## config.mk

```make
export PLATFORM = sky130hd
export DESIGN_NAME = mu0_control
export DESIGN_NICKNAME = d
export VERILOG_FILES = /design/src/rtl/mu0_pkg.sv /design/src/rtl/mu0_exec_decode.sv /design/src/rtl/mu0_control.sv
export SDC_FILE = /design/constraint.sdc
export NUM_CORES = 1
export LEC_CHECK = 0
export CAP_MARGIN = 20
export CORE_MARGIN = 2
export CORE_UTILIZATION = 44
export CTS_BUF_LIST = sky130_fd_sc_hd__clkbuf_16
export DETAILED_ROUTE_END_ITERATION = 16
export GPL_ROUTABILITY_DRIVEN = 0
export GPL_TIMING_DRIVEN = 0
export PLACE_DENSITY = 0.9
export SYNTH_ARGS = -nofsm -noshare
export SYNTH_HDL_FRONTEND = slang
export SYNTH_HIERARCHICAL = 1
export SYNTH_SLANG_ARGS = --single-unit
```

## constraint.sdc

```tcl
create_clock -name Clk -period 1.6 [get_ports Clk]
set_input_delay 0.32 -clock Clk [delete_from_list [all_inputs] [get_ports Clk]]
set_output_delay 0.32 -clock Clk [all_outputs]
set_load 0.01 [all_outputs]
```

## src/rtl/mu0_pkg.sv

```systemverilog
// ---------------------------------------------------------------------------
// mu0_pkg
// Shared definitions for the MU0 control unit: opcodes, ALU function codes,
// state encodings, datapath mux select values and the control-word struct
// that the FSM and the EXECUTE decoder exchange.
// ---------------------------------------------------------------------------
package mu0_pkg;

    // Opcodes carried in IR[15:12]
    localparam logic [3:0] OP_LDA = 4'd0;
    localparam logic [3:0] OP_STA = 4'd1;
    localparam logic [3:0] OP_ADD = 4'd2;
    localparam logic [3:0] OP_SUB = 4'd3;
    localparam logic [3:0] OP_JMP = 4'd4;
    localparam logic [3:0] OP_JGE = 4'd5;
    localparam logic [3:0] OP_JNE = 4'd6;
    localparam logic [3:0] OP_STP = 4'd7;

    // ALU function codes
    localparam logic [1:0] ALU_PASSY = 2'b00;
    localparam logic [1:0] ALU_ADD   = 2'b01;
    localparam logic [1:0] ALU_INC   = 2'b10;
    localparam logic [1:0] ALU_SUB   = 2'b11;

    // Datapath mux selects
    localparam logic SEL_ACC     = 1'b0;  // X mux
    localparam logic SEL_PC      = 1'b1;  // X mux
    localparam logic SEL_DIN     = 1'b0;  // Y mux
    localparam logic SEL_IR      = 1'b1;  // Y mux
    localparam logic SEL_ADDR_PC = 1'b0;  // address mux
    localparam logic SEL_ADDR_IR = 1'b1;  // address mux

    // FSM states; encoding 2'd3 is unreachable and recovers to FETCH
    typedef enum logic [1:0] {
        ST_FETCH = 2'd0,
        ST_EXEC  = 2'd1,
        ST_HALT  = 2'd2
    } state_e;

    // Everything the control unit drives except the instruction counter
    typedef struct packed {
        logic       x_sel;
        logic       y_sel;
        logic       addr_sel;
        logic [1:0] alu_func;
        logic       acc_en;
        logic       pc_en;
        logic       ir_en;
        logic       rd;
        logic       wr;
        logic       halted;
    } ctrl_t;

    localparam ctrl_t CTRL_DEFAULT = '{
        x_sel:    SEL_ACC,
        y_sel:    SEL_DIN,
        addr_sel: SEL_ADDR_PC,
        alu_func: ALU_PASSY,
        acc_en:   1'b0,
        pc_en:    1'b0,
        ir_en:    1'b0,
        rd:       1'b0,
        wr:       1'b0,
        halted:   1'b0
    };

    // FETCH: read instruction at PC into IR while PC <= PC + 1
    localparam ctrl_t CTRL_FETCH = '{
        x_sel:    SEL_PC,
        y_sel:    SEL_DIN,
        addr_sel: SEL_ADDR_PC,
        alu_func: ALU_INC,
        acc_en:   1'b0,
        pc_en:    1'b1,
        ir_en:    1'b1,
        rd:       1'b1,
        wr:       1'b0,
        halted:   1'b0
    };

    localparam ctrl_t CTRL_HALT = '{
        x_sel:    SEL_ACC,
        y_sel:    SEL_DIN,
        addr_sel: SEL_ADDR_PC,
        alu_func: ALU_PASSY,
        acc_en:   1'b0,
        pc_en:    1'b0,
        ir_en:    1'b0,
        rd:       1'b0,
        wr:       1'b0,
        halted:   1'b1
    };

endpackage

```

## src/rtl/mu0_exec_decode.sv

```systemverilog
// ---------------------------------------------------------------------------
// mu0_exec_decode
// Purely combinational map from {opcode, N, Z} to the EXECUTE control word.
// Ports:
//   i_f    [3:0] opcode (IR[15:12])
//   i_n          accumulator negative flag
//   i_z          accumulator zero flag
//   o_ctrl       control word for the EXECUTE cycle
// ---------------------------------------------------------------------------
module mu0_exec_decode
    import mu0_pkg::*;
(
    input  logic [3:0] i_f,
    input  logic       i_n,
    input  logic       i_z,
    output ctrl_t      o_ctrl
);

    // Shared by JMP and the taken conditional jumps: PC <= IR[11:0]
    ctrl_t w_jump;

    always_comb begin
        w_jump          = CTRL_DEFAULT;
        w_jump.y_sel    = SEL_IR;
        w_jump.alu_func = ALU_PASSY;
        w_jump.pc_en    = 1'b1;
    end

    always_comb begin
        o_ctrl = CTRL_DEFAULT;
        case (i_f)
            OP_LDA: begin
                o_ctrl.addr_sel = SEL_ADDR_IR;
                o_ctrl.rd       = 1'b1;
                o_ctrl.y_sel    = SEL_DIN;
                o_ctrl.alu_func = ALU_PASSY;
                o_ctrl.acc_en   = 1'b1;
            end
            OP_STA: begin
                // Dout is driven from Acc by the datapath
                o_ctrl.addr_sel = SEL_ADDR_IR;
                o_ctrl.wr       = 1'b1;
            end
            OP_ADD, OP_SUB: begin
                o_ctrl.addr_sel = SEL_ADDR_IR;
                o_ctrl.rd       = 1'b1;
                o_ctrl.x_sel    = SEL_ACC;
                o_ctrl.y_sel    = SEL_DIN;
                o_ctrl.alu_func = (i_f == OP_SUB) ? ALU_SUB : ALU_ADD;
                o_ctrl.acc_en   = 1'b1;
            end
            OP_JMP: o_ctrl = w_jump;
            OP_JGE: if (!i_n) o_ctrl = w_jump;
            OP_JNE: if (!i_z) o_ctrl = w_jump;
            // STP and the undefined opcodes 8..15 leave every line idle
            default: o_ctrl = CTRL_DEFAULT;
        endcase
    end

endmodule

```

## src/rtl/mu0_control.sv

```systemverilog
// ---------------------------------------------------------------------------
// mu0_control
// MU0 control unit: FETCH/EXECUTE/HALT state machine and retired-instruction
// counter. Control outputs are decoded combinationally from the state, the
// opcode and the accumulator flags (zero-latency decode).
// Ports:
//   Clk, Reset               clock (rising edge), async active-high reset
//   F [3:0], N, Z            opcode (valid in EXECUTE), Acc flags
//   XSel, YSel, AddrSel      datapath mux selects
//   ALUFunc [1:0]            ALU function
//   AccEn, PcEn, IrEn        register load enables
//   Rd, Wr                   memory strobes
//   Halted                   high while in HALT
//   InstrCount               number of completed EXECUTE cycles (wraps)
// ---------------------------------------------------------------------------
module mu0_control
    import mu0_pkg::*;
#(
    parameter int COUNT_WIDTH = 16
) (
    input  logic                   Clk,
    input  logic                   Reset,
    input  logic [3:0]             F,
    input  logic                   N,
    input  logic                   Z,
    output logic                   XSel,
    output logic                   YSel,
    output logic                   AddrSel,
    output logic [1:0]             ALUFunc,
    output logic                   AccEn,
    output logic                   PcEn,
    output logic                   IrEn,
    output logic                   Rd,
    output logic                   Wr,
    output logic                   Halted,
    output logic [COUNT_WIDTH-1:0] InstrCount
);

    localparam logic [COUNT_WIDTH-1:0] COUNT_ONE = {{(COUNT_WIDTH-1){1'b0}}, 1'b1};

    state_e                 r_state;
    logic [COUNT_WIDTH-1:0] r_instr_count;
    ctrl_t                  w_exec_ctrl;
    ctrl_t                  w_ctrl;

    mu0_exec_decode u_exec_decode (
        .i_f    (F),
        .i_n    (N),
        .i_z    (Z),
        .o_ctrl (w_exec_ctrl)
    );

    // State register and instruction counter; the counter advances on every
    // edge that leaves EXECUTE, whatever the opcode was.
    always_ff @(posedge Clk or posedge Reset) begin
        if (Reset) begin
            r_state       <= ST_FETCH;
            r_instr_count <= '0;
        end else begin
            case (r_state)
                ST_FETCH: r_state <= ST_EXEC;
                ST_EXEC: begin
                    r_instr_count <= r_instr_count + COUNT_ONE;
                    r_state       <= (F == OP_STP) ? ST_HALT : ST_FETCH;
                end
                ST_HALT:  r_state <= ST_HALT;
                default:  r_state <= ST_FETCH;
            endcase
        end
    end

    // Opcode is only consulted in EXECUTE, so F may be garbage in FETCH.
    always_comb begin
        w_ctrl = CTRL_DEFAULT;
        case (r_state)
            ST_FETCH: w_ctrl = CTRL_FETCH;
            ST_EXEC:  w_ctrl = w_exec_ctrl;
            ST_HALT:  w_ctrl = CTRL_HALT;
            default:  w_ctrl = CTRL_DEFAULT;
        endcase
    end

    assign XSel       = w_ctrl.x_sel;
    assign YSel       = w_ctrl.y_sel;
    assign AddrSel    = w_ctrl.addr_sel;
    assign ALUFunc    = w_ctrl.alu_func;
    assign AccEn      = w_ctrl.acc_en;
    assign PcEn       = w_ctrl.pc_en;
    assign IrEn       = w_ctrl.ir_en;
    assign Rd         = w_ctrl.rd;
    assign Wr         = w_ctrl.wr;
    assign Halted     = w_ctrl.halted;
    assign InstrCount = r_instr_count;

endmodule
```

[Word-level counts from Yosys, hierarchy flattened]
Index checks and enable logic that the tools add are counted.
Word-level totals
  register bits: 18
  output and inout bits: 27
  input bits: 8
  bits in writable memories: 0
  word-level logic and storage cells: 30
  memories: 0
  latch bits: 0
  memory bits (read-only): 0
Operators by class
  equality and inequality tests: 9
  reduce and logical (&&, ||, !) cells: 5
  multiply operators: 0
  mux-type cells: 13
  bitwise logic cells: 0
  divide/modulo/power cells: 0
  order comparisons: 0
  shift operators: 0
  add/sub/neg operators: 1
Operator list (number)
  one-hot mux 11 bit (3 select lines): 1
  2-to-1 mux 10 bit: 2
  adder 16 x 1 -> 16 bit (second input constant): 1
  equality test 4 x 3 -> 1 bit (second input constant): 4
  one-hot mux 1 bit (3 select lines): 4
  one-hot mux 2 bit (3 select lines): 2
  one-hot mux 3 bit (4 select lines): 1
  equality test 4 x 2 -> 1 bit (second input constant): 2
  equality test 4 x 1 -> 1 bit (second input constant): 1
  logical NOT 4 bit: 1
  2-to-1 mux 2 bit: 2
  OR reduction 4 bit: 1
  OR reduction 3 bit: 1
  equality test 2 x 1 -> 1 bit (second input constant): 1
  equality test 2 bit (second input constant): 1
  logical NOT 2 bit: 1
  one-hot mux 1 bit (2 select lines): 1
  OR reduction 2 bit: 1

[Longest topological paths before layout]
  word-level depth: 4
  mapped depth: 5
  gate-level depth less buffers: 5

[Hierarchy]
Netlist, hierarchy kept.
Modules (own cells, without submodules)
  mu0_control: area an instance 903.4 µm², sequential area each 450.4 µm², cells an instance 83, instances 1
  mu0_exec_decode: area an instance 101.3 µm², sequential area each 0.0 µm², cells an instance 16, instances 1

[Least setup slack after synthesis]
Ideal clock, no wire load.
  kind: flip-flop to flip-flop
  start point: reg r_state[1]
  end point: reg r_instr_count[11], in the netlist InstrCount[11]
  cell stages (with the launch flop): 6
  setup time: 125 ps
  period minus slack after synthesis: 1375 ps
  arrival time: 1250 ps
  slack: 225 ps
  data required time: 1475 ps
  buffers on the path: 1
  path through: dfrtp_1 -> buf_6 -> and4b_2 -> nor3b_4 -> nand4_1 -> xnor2_1
On the way
  word-level cells in the longest chain between the ends: 1
Ends and longest elaborated chain
  start: declaration: RTL line mu0_control.sv:41  | state_e r_state;
  start signal: assignment: RTL line mu0_control.sv:64  | r_state <= (F == OP_STP) ? ST_HALT : ST_FETCH;
  equality test 2 x 1 -> 1 bit: RTL line mu0_control.sv:60  | case (r_state)
  end signal: assignment: RTL line mu0_control.sv:63  | r_instr_count <= r_instr_count + COUNT_ONE;
  end: declaration: RTL line mu0_control.sv:42  | logic [COUNT_WIDTH-1:0] r_instr_count;
No other way between the ends.
A chain may end at the register's enable or synchronous reset.

[Worst setup path after layout]
  start point: reg r_state[1]
  end point: out AccEn
On the way
  word-level cells in the longest chain between the ends: 2
  elaborated cells on any way between the ends: 4
  classes of those cells: 2 x eq/ne; 1 x mux; 1 x reduce/logical
Ends and longest elaborated chain
  equality test 2 bit, or another cell as far along: RTL line mu0_control.sv:75  | case (r_state)
  one-hot mux 11 bit (3 select lines) *: RTL line mu0_control.sv:75
  end: declaration: RTL line mu0_control.sv:30  | output logic AccEn,
Mark *: on every way between the ends. The rest lies on a longest branch, timed or not.

==> results.py <==
metrics = {
    "sta": {
        "fmax_ghz": 0.616,
        "fin_crit_ns": 1.62,
        "hold_slack_ns": 0.462,
        "fin_ws_ns": -0.0235,
        "slew-limit-headroom_pct": 54.9,
        "timing.final.max_slew_violations": 0,
        "finalClockSkew_ns": 0.00116,
        "hold_viol": 0,
        "worst_slew_pin_slew_ns": 0.675,
        "rsz0062_at_grt": "yes",
        "finalCritPeriodShare_pct": 101,
        "setup_violations": 2,
    },
    "worst_setup_path": {
        "cp_data_arrival_time_ns": 1.30,
        "critPathTopFamily": "flip-flops",
        "critPathLaunchType": "flop",
        "worst-path-stages": 4,
        "critical_path_required_ns": 1.28,
        "crit_buf_inv": 2,
        "critical_path_class": "reg2out",
        "end_kind": "primary output",
        "critPathMaxFanout": 7,
        "worstPathCellList": "and2b_4 -> buf_6 -> and2_4 -> buf_6",
        "reg2regPathDepth": 5,
        "cp_common_cell": "buf_6",
        "critPathMaxStageDelay_ns": 0.44,
        "cpMaxStageDelayCell": "dfrtp_2",
    },
    "drt": {
        "dr.first_iter.drc_count": 2,
        "wire_per_inst_um": 13.6,
        "wl_um": 2290,
        "drt_drc_violations_left": 0,
        "vias": 812,
        "vias_per_cell": 4.80,
        "firstDrtPassIters": 4,
        "detail-route-antenna-nets": 0,
    },
    "clock_network": {
        "cts_tree": "done",
        "clk_pin_slew_worst_paths_ns": 0.05,
        "cts.sinks": 18,
        "clk_path_buf_depth": 2,
        "cts-root-buf": "clkbuf_16",
        "clk_latency_ns": 0.24,
        "cts_made_buffers": 3,
        "htreeDepth": 1,
    },
    "pwr": {
        "sw_frac_of_total_pct": 18.7,
        "intPower_uw": 815,
        "pwr_density_cell_nw_per_um2": 682,
        "p_leak_uw": 0.000754,
        "seqPwrFrac_pct": 45.5,
        "power_switching_uw": 188,
        "power_frac_comb_pct": 5.4,
        "power.share.clock_pct": 49.1,
        "ir_drop_uv": 414,
    },
    "floorplan": {
        "die-area_um2": 2680,
        "dieHeight_um": 51.8,
        "core_area_um2": 2190,
        "initial_utilization_pct": 45.9,
        "row_count": 17,
        "io_pins": 35,
        "die_x_um": 51.8,
    },
    "placement": {
        "io_buffers": 34,
        "dp_hpwl_um": 1660,
        "place_area_um2": 1390,
    },
    "grt": {
        "grt_pass1_vias": 822,
        "grt_pass1_wl_um": 3640,
        "antenna_found_initial": 0,
        "grt_start_max_net_pins": 19,
        "track_usage_pct": 18.7,
        "grt-ovfl-total": 0,
    },
    "layout": {
        "fill_cells": 186,
        "final_area_um2": 1470,
        "syn2layout_area_growth_pct": 46.2,
        "layout.nets": 151,
        "fin_util_pct": 67.0,
        "diodes": 0,
        "final_layout_size_suffix_gt1_share_pct": 30.5,
    },
    "synth": {
        "muxShareOfSynthArea_pct": 1.12,
        "synth_top_family_by_area": "simple AND/OR/NAND/NOR gates",
        "synth_simple_gate_area_share_pct": 25.8,
        "synth_compound_area_share_pct": 4.48,
        "yosys.cell_types.count": 31,
        "synth_seq_cells": 18,
        "synthFlopType": "dfrtp_1",
        "syn_avg_cell_area_um2": 10.1,
        "synth_cells": 99,
        "yosysSeqAreaShare_pct": 44.8,
        "postSynth.asyncResetShare_pct": 100,
        "synthXorXnorAreaFrac_pct": 13.1,
        "synth-adder-area-share_pct": 1.25,
        "synth_edf_count": 0,
        "yosys_warnings": 6,
        "synth_area_um2": 1000,
    },
    "hold_path": {
        "min_path_cells": 3,
        "holdCritPathClass": "in2reg",
    },
    "run_status": {
        "run_status": "finished with violations",
        "violations": "negative setup slack",
    },
    "run": {
        "drv_cap": 0,
    },
}
[cell type report]
| cell class | count | area (um2) | area share, % |
|---|---|---|---|
| clock buffer | 3 | 75.1 | 5.11 |
| clock inverter | 1 | 3.75 | 0.256 |
| inverter | 7 | 26.3 | 1.79 |
| multi-input combinational | 68 | 493 | 33.6 |
| sequential | 18 | 457 | 31.1 |
| tap | 28 | 35.0 | 2.39 |
| buffer | 6 | 48.8 | 3.32 |
| timing repair buffer | 38 | 330 | 22.5 |
[cells in the mapped netlist (2+ instances only)]
library cell / instances / share of area [%]
dfrtp_1: 18 / 45
buf_4: 5 / 3.7
and3_1: 2 / 1.2
buf_6: 2 / 2.2
nand2_1: 9 / 3.4
xnor2_1: 11 / 9.6
nand4_1: 3 / 1.9
inv_1: 7 / 2.6
and2_1: 6 / 3.7
nand3b_1: 2 / 1.5
a21oi_1: 6 / 3.0
nand3_1: 3 / 1.5
xor2_1: 4 / 3.5
nor2_1: 4 / 1.5
[sequential cells by signal, indices dropped and copies added (netlist names)]
register / flops
r_state: 2
InstrCount: 16
[power groups by stage]
stage                     Sequential [uW]  Combinational [uW]  Clock [uW]
after floorplan                       464                26.9           0
after CTS                             456                54.1         502
final                                 456                54.2         492
after global placement                464                50.7           0
after global routing                  455                59.5         524
after detailed placement              464                52.4           0
[per-layer routing]
layer,wire [um],up-vias,track usage (%)
met2,1310,28,37.8
li1,-,399,-
met4,0,0,5.26
met3,161,0,4.60
met5,0,-,0
met1,823,385,18.3
[timing repair]
item | CTS | global route
setup endpoints to repair | 14 | 12
pin swaps | 6 | 1
hold buffers | 0 | 0
resized for setup | 57 | 10
setup buffers | 4 | 0
[stage by stage]
step / setup slack [ns] / total power (uW) / instances / TNS, ns
2_1_floorplan: 0.225 / 490 / 101 / 0
3_3_place_gp: -0.645 / 514 / 163 / -4.23
3_5_place_dp: -0.705 / 516 / 163 / -4.50
4_1_cts: -0.0799 / 1010 / 170 / -0.145
5_1_grt: -0.0607 / 1040 / 169 / -0.117
6_report: -0.0235 / 1000 / 169 / -0.0434
[path summary, 6_finish.rpt]
check	start	end	slack, ns
min reg2reg	InstrCount[15]	InstrCount[15]	0.47
min	F[1]	r_state[1]	0.46
max reg2reg	InstrCount[0]	InstrCount[10]	0.15
max	r_state[1]	AccEn	-0.02
min in group asynchronous	Reset	InstrCount[14]	0.47
max in group asynchronous	Reset	InstrCount[4]	0.65
[kinds of logic after synthesis]
family	count (synthesis)
and+or+nand+nor	40
DFF	18
xor gates and xnor gates	15
buffers and inverters	15
AOI/OAI and AO/OA	8
adders and majority gates	1
other	1
muxes	1
[worst reg2reg max path, delay by kind of cell, from the launching register on]
family        cells  cell delay, ns
fa+ha+maj         1            0.22
simple gates      3            0.56
xor+xnor          1            0.14
flops             1            0.42
[layout by cell type (no fill, tap or decap), types with 3 or more instances in the layout]
cell             netlist  final
and2_1                 6      4
inv_1                  7      7
xor2_1                 4      4
nand3_1                3      3
dfrtp_2                0      5
nor2_1                 4      4
buf_2                  1      7
dfrtp_1               18     13
clkbuf_16              0      3
buf_6                  2      4
buf_4                  5      8
xnor2_1               11     11
dlygate4sd2_1          0      4
conb_1                 1      3
nand4_1                3      3
nand2_1                9      9
clkdlybuf4s50_1        0     16
a21oi_1                6      5
Power figures use the tool's default switching activity.
